File: config.mk
export PLATFORM = sky130hd
export DESIGN_NAME = ahb_csr_bridge
export DESIGN_NICKNAME = d
export VERILOG_FILES = /design/src/rtl/ahb_if_pkg.sv /design/src/rtl/ahb_strobe_gen.sv /design/src/rtl/ahb_csr_bridge.sv
export SDC_FILE = /design/constraint.sdc
export NUM_CORES = 1
export LEC_CHECK = 0
export ABC_AREA = 1
export BUFFER_PORTS_ARGS = -buffer_cell sky130_fd_sc_hd__buf_2
export CAP_MARGIN = 5
export CORE_UTILIZATION = 35
export DETAILED_ROUTE_END_ITERATION = 6
export PLACE_DENSITY = 0.77
export SLEW_MARGIN = 20
export SYNTH_ARGS = -nofsm -noshare
export SYNTH_HDL_FRONTEND = slang
export SYNTH_HIERARCHICAL = 1
export SYNTH_SLANG_ARGS = --single-unit
File: constraint.sdc
create_clock -name clk_i -period 3.6 [get_ports clk_i]
set_input_delay 0.36 -clock clk_i [delete_from_list [all_inputs] [get_ports clk_i]]
set_output_delay 0.36 -clock clk_i [all_outputs]
set_load 0.05 [all_outputs]
File: src/rtl/ahb_if_pkg.sv
// rtl/ahb_if_pkg.sv - AHB-Lite encodings and bridge FSM state type
package ahb_if_pkg;

    localparam logic [1:0] HTRANS_IDLE   = 2'b00;
    localparam logic [1:0] HTRANS_BUSY   = 2'b01;
    localparam logic [1:0] HTRANS_NONSEQ = 2'b10;
    localparam logic [1:0] HTRANS_SEQ    = 2'b11;

    localparam logic [2:0] HSIZE_BYTE = 3'd0;
    localparam logic [2:0] HSIZE_HALF = 3'd1;
    localparam logic [2:0] HSIZE_WORD = 3'd2;

    localparam logic HRESP_OKAY  = 1'b0;
    localparam logic HRESP_ERROR = 1'b1;

    typedef enum logic [2:0] {
        ST_IDLE   = 3'd0,
        ST_ACCESS = 3'd1,
        ST_DONE   = 3'd2,
        ST_ERR1   = 3'd3,
        ST_ERR2   = 3'd4
    } bridge_state_e;

endpackage

File: src/rtl/ahb_strobe_gen.sv
// rtl/ahb_strobe_gen.sv - byte-lane write enables and alignment check for one AHB transfer
module ahb_strobe_gen
    import ahb_if_pkg::*;
(
    input  logic [2:0]  hsize,
    input  logic [1:0]  addr,
    output logic [31:0] biten,
    output logic        misaligned
);

    // Sizes wider than a word are reported through the same flag as misalignment.
    always_comb begin
        biten      = '0;
        misaligned = 1'b0;
        case (hsize)
            HSIZE_BYTE: biten = 32'h0000_00FF << {addr, 3'b000};
            HSIZE_HALF: begin
                biten      = addr[1] ? 32'hFFFF_0000 : 32'h0000_FFFF;
                misaligned = addr[0];
            end
            HSIZE_WORD: begin
                biten      = '1;
                misaligned = |addr;
            end
            default: misaligned = 1'b1;
        endcase
    end

endmodule

File: src/rtl/ahb_csr_bridge.sv
// rtl/ahb_csr_bridge.sv - AHB-Lite subordinate driving the single-request CSR cpuif
module ahb_csr_bridge
    import ahb_if_pkg::*;
#(
    parameter int AHB_ADDR_WIDTH = 32,
    parameter int CSR_ADDR_WIDTH = 12,
    parameter int DATA_WIDTH     = 32
) (
    input  logic                      clk_i,
    input  logic                      rst_ni,
    input  logic [AHB_ADDR_WIDTH-1:0] haddr_i,
    input  logic                      hsel_i,
    input  logic [1:0]                htrans_i,
    input  logic                      hwrite_i,
    input  logic [2:0]                hsize_i,
    input  logic                      hready_i,
    input  logic [DATA_WIDTH-1:0]     hwdata_i,
    output logic                      hreadyout_o,
    output logic                      hresp_o,
    output logic [DATA_WIDTH-1:0]     hrdata_o,
    output logic                      s_cpuif_req,
    output logic                      s_cpuif_req_is_wr,
    output logic [CSR_ADDR_WIDTH-1:0] s_cpuif_addr,
    output logic [DATA_WIDTH-1:0]     s_cpuif_wr_data,
    output logic [DATA_WIDTH-1:0]     s_cpuif_wr_biten,
    input  logic                      s_cpuif_req_stall_wr,
    input  logic                      s_cpuif_req_stall_rd,
    input  logic                      s_cpuif_rd_ack,
    input  logic                      s_cpuif_rd_err,
    input  logic [DATA_WIDTH-1:0]     s_cpuif_rd_data,
    input  logic                      s_cpuif_wr_ack,
    input  logic                      s_cpuif_wr_err
);

    bridge_state_e               state_q, state_d;
    logic [CSR_ADDR_WIDTH-3:0]   addr_q, addr_d;
    logic                        hwrite_q, hwrite_d;
    logic [DATA_WIDTH-1:0]       biten_q, biten_d;
    logic [DATA_WIDTH-1:0]       hrdata_q, hrdata_d;

    logic [31:0] strobe;
    logic        misaligned;
    logic        accept;
    logic        range_err;
    logic        stall;
    logic        ack;
    logic        err;

    ahb_strobe_gen u_strobe_gen (
        .hsize      (hsize_i),
        .addr       (haddr_i[1:0]),
        .biten      (strobe),
        .misaligned (misaligned)
    );

    always_comb begin
        accept    = hsel_i & hready_i &
                    ((htrans_i == HTRANS_NONSEQ) | (htrans_i == HTRANS_SEQ));
        range_err = |haddr_i[AHB_ADDR_WIDTH-1:CSR_ADDR_WIDTH];
        stall     = hwrite_q ? s_cpuif_req_stall_wr : s_cpuif_req_stall_rd;
        ack       = hwrite_q ? s_cpuif_wr_ack       : s_cpuif_rd_ack;
        err       = hwrite_q ? s_cpuif_wr_err       : s_cpuif_rd_err;
    end

    always_comb begin
        state_d     = state_q;
        addr_d      = addr_q;
        hwrite_d    = hwrite_q;
        biten_d     = biten_q;
        hrdata_d    = hrdata_q;
        hreadyout_o = 1'b1;
        hresp_o     = HRESP_OKAY;
        s_cpuif_req = 1'b0;

        case (state_q)
            ST_IDLE, ST_DONE: begin
                state_d = ST_IDLE;
                if (accept) begin
                    addr_d   = haddr_i[CSR_ADDR_WIDTH-1:2];
                    hwrite_d = hwrite_i;
                    biten_d  = hwrite_i ? strobe : '0;
                    state_d  = (misaligned | range_err) ? ST_ERR1 : ST_ACCESS;
                end
            end
            ST_ACCESS: begin
                hreadyout_o = 1'b0;
                s_cpuif_req = 1'b1;
                // An ack is only meaningful once the request has been taken, i.e. not stalled.
                if (!stall && ack) begin
                    if (err) begin
                        state_d = ST_ERR1;
                    end else begin
                        state_d = ST_DONE;
                        if (!hwrite_q) begin
                            hrdata_d = s_cpuif_rd_data;
                        end
                    end
                end
            end
            ST_ERR1: begin
                hreadyout_o = 1'b0;
                hresp_o     = HRESP_ERROR;
                state_d     = ST_ERR2;
            end
            ST_ERR2: begin
                hresp_o = HRESP_ERROR;
                state_d = ST_IDLE;
            end
            default: state_d = ST_IDLE;
        endcase
    end

    always_ff @(posedge clk_i or negedge rst_ni) begin
        if (!rst_ni) begin
            state_q  <= ST_IDLE;
            addr_q   <= '0;
            hwrite_q <= 1'b0;
            biten_q  <= '0;
            hrdata_q <= '0;
        end else begin
            state_q  <= state_d;
            addr_q   <= addr_d;
            hwrite_q <= hwrite_d;
            biten_q  <= biten_d;
            hrdata_q <= hrdata_d;
        end
    end

    assign hrdata_o          = hrdata_q;
    assign s_cpuif_req_is_wr = hwrite_q;
    assign s_cpuif_addr      = {addr_q, 2'b00};
    assign s_cpuif_wr_data   = hwdata_i;
    assign s_cpuif_wr_biten  = biten_q;

endmodule
==> results.tsv <==
stage	metric	value	unit
status	status	finished clean	
sta	max_slew_margin	42.93	%
synth	synth_top_family_by_area	simple AND/OR/NAND/NOR gates	
critical_path	cp.arrival	2.11	ns
sta	fin_crit	1.919	ns
critical_path	cp_slowest_stage_delay	0.66	ns
sta	slew_violations	0	
clock_network	postCtsResizedCells	0	
clock_network	post_cts_buffers	0	
routing	drt_iter0_drc	126	
routing	vias	3031	
place	place_inst	670	
sta	grt_setup_unrepaired	no	
routing	first_pass_iters	4	
place	pre_cts_ws	1.662	ns
critical_path	crit_path_top_delay_cell	nand3_4	
critical_path	cp_common_cell	o21ai_2	
synth	synth.area.top_cells	dfrtp_1 50%, nand2_1 13%, buf_4 13%, o21ai_2 7.4%, nand3_1 6.0%	
final_layout	multiInputGateArea	0.001229	mm²
clock_network	clk_pin_slew	0.08	ns
routing	routed_wl	8.282	mm
final_layout	antennaDiodeCount	0	
clock_network	cts.sinks	78	
synth	syn-cell-area	0.003929	mm²
floorplan	die-area	0.01165	mm²
critical_path	critical_path_peak_fanout	64	
global_route	grt_use_total	14.20	%
synth	ys_ff_latch	78	
sta	finalCritPeriodShare	53.31	%
floorplan	fp-row-count	38	
pwr	power.total	4.108	mW
synth	yosysWarnings	6	
final_layout	areaGrowthSynthToFinish	15.57	%
routing	drc_errors	0	
clock_network	cts_inserted_buffers	9	
sta	setup_viol	0	
routing	via_per_inst	4.418	
clock_network	clock_latency	0.34	ns
critical_path	cp_num_buf_inv	1	
clock_network	cts_max_level	3	
synth	syn_inst	453	
critical_path	crit_required	3.79	ns
flow_run	drv_cap	0	
floorplan	die_width	108.0	µm
floorplan	initial_core_util	36.08	%
sta	fin_setup_tns	0	ns
sta	fmax	0.5211	GHz
floorplan	core_area	0.01089	mm²
place	dp_hpwl	5.810	mm
clock_network	cts_tree	built	
clock_network	postCtsHoldBufs	0	
critical_path	worstSetupPathType	flop to flop	
critical_path	crit_chain	inv_1 > nand3b_1 > o21ai_2 > nand3_4 > nand2_1 > o21ai_2	
global_route	grt_first_pass_wirelength	12.92	mm
synth	synth_area_leader_cell	dfrtp_1	
sta	hold_violations	0	
synth	synthSimpleGateAreaFrac	22.99	%
routing	ant_nets	0	
clock_network	cts_buffer_depth	2	
synth	ys_seq_area_share	49.68	%
global_route	grt_overflow	0	
synth	synth_cell_types	23	
global_route	grt_pass1_vias	2829	
synth	synth_xor_area_share	0	%
final_layout	area.sequential	0.001952	mm²
final_layout	final_nets	653	
clock_network	cts-root-buf	clkbuf_8	
final_layout	fin_cells	686	
floorplan	die_h	108.0	µm
min_path	hold_path_class	primary input to async pin	
synth	synth_top_area_share	49.68	%
place	place_congestion	0.7681	
final_layout	drive_gt1_share	39.38	%
critical_path	critPathCaptureType	flop	
synth	synth_compound_area_share	7.930	%
global_route	antenna_found_initial	0	
critical_path	cp-start-kind	flop	
global_route	grt_max_degree	79	
synth	synth-adder-area-share	0	%
floorplan	io-pin-count	224	
pwr	ir_drop	407.4	µV
synth	muxShareOfSynthArea	0	%
routing	post_drt_wl_per_cell	12.07	µm
synth	syn_area_per_cell	8.673	µm²
final_layout	fill_cells	1088	
sta	setup_slack	1.681	ns
pwr	p_leak	2.692	nW
sta	worst_slew_pin_slew	0.8560	ns
place	io_buffers	156	
critical_path	cpLargestDelayFamily	simple AND/OR/NAND/NOR gates	
sta	skew	0.008954	ns
pwr	power_density	904.7	mW/mm²
worst register-to-register path: stages, from the launching register on:
cell      delay (ns)
dfrtp_1         0.42
inv_1           0.12
nand3b_1        0.09
o21ai_2         0.12
nand3_4         0.66
nand2_1         0.29
o21ai_2         0.09
state kept, by name (all words and copies together) (netlist names):
| register | flops |
|---|---|
| s_cpuif_req_is_wr | 1 |
| state_q | 3 |
| hrdata_o | 32 |
| s_cpuif_wr_biten | 32 |
| addr_q | 10 |
metal layers:
metal / wire (µm) / vias up / GRT usage, % / part of all wire (%)
li1: - / 1506 / - / -
met3: 391 / 30 / 2.291 / 4.7
met1: 3527 / 1397 / 16.25 / 43
met5: 0 / - / 0 / 0
met4: 232 / 0 / 9.295 / 2.8
met2: 4131 / 98 / 24.48 / 50
synthesized netlist by cell type, drive strengths merged:
| cell type | count |
|---|---|
| a21oi | 2 |
| buf | 75 |
| clkbuf | 6 |
| conb | 1 |
| dfrtp | 78 |
| inv | 42 |
| nand2 | 138 |
| nand3 | 49 |
| nand3b | 1 |
| nor2 | 22 |
| nor3 | 2 |
| o21ai | 34 |
| o31ai | 1 |
| or2 | 2 |
cells by family (layout without fill, tap and decap cells):
family	count (synthesis)	count (layout)
buffers and inverters	123	215
AND/OR/NAND/NOR	214	214
other	1	2
flip-flops	78	78
AO/OA/AOI/OAI	37	37
final timing paths:
kind,from,endpoint,slack [ns],cells past startpoint
min,rst_ni,hrdata_o[10],0.05,1
max,s_cpuif_req_is_wr,hrdata_o[3],1.68,6
min reg2reg,addr_q[8],addr_q[8],0.47,2
max in group asynchronous,rst_ni,s_cpuif_wr_biten[12],3.07,1
max reg2reg,s_cpuif_req_is_wr,hrdata_o[3],1.68,6
min in group clk_i,haddr_i[10],addr_q[8],0.23,3
final cells by class:
class | count | share of cell area, %
clock buffers | 11 | 3.334
clock inverters | 5 | 1.791
inverters | 42 | 3.472
multi-input cells | 253 | 27.06
flip-flops and latches | 78 | 42.99
well taps | 140 | 3.858
repair buffers | 157 | 17.50
where the power goes:
| part | switching, mW | internal [mW] |
|---|---|---|
| Clock | 0.319 | 0.429 |
| Sequential | 0.168 | 1.18 |
| Combinational | 1.57 | 0.441 |
| Total | 2.06 | 2.05 |
per-stage QoR:
stage	util [%]	hold slack [ns]	area, µm²
2_1_floorplan	-	0.06441	3933
3_3_place_gp	39.53	0.4475	4304
3_5_place_dp	39.53	0.4592	4304
4_1_cts	41.67	0.2015	4537
5_1_grt	41.70	0.09509	4541
6_report	41.70	0.04552	4541
layout by cell type, fill, tap and decap left out, types with 2 or more instances in the layout:
cell and n:
nor2_1 21, inv_2 2, nand3_1 47, a21oi_1 2, buf_2 155, or2_2 2
inv_1 40, o21ai_2 33, bufinv_16 2, conb_1 2, nand2_1 137, clkbuf_8 11
dfrtp_1 78
Note: power is estimated with default switching activity, not from simulation.
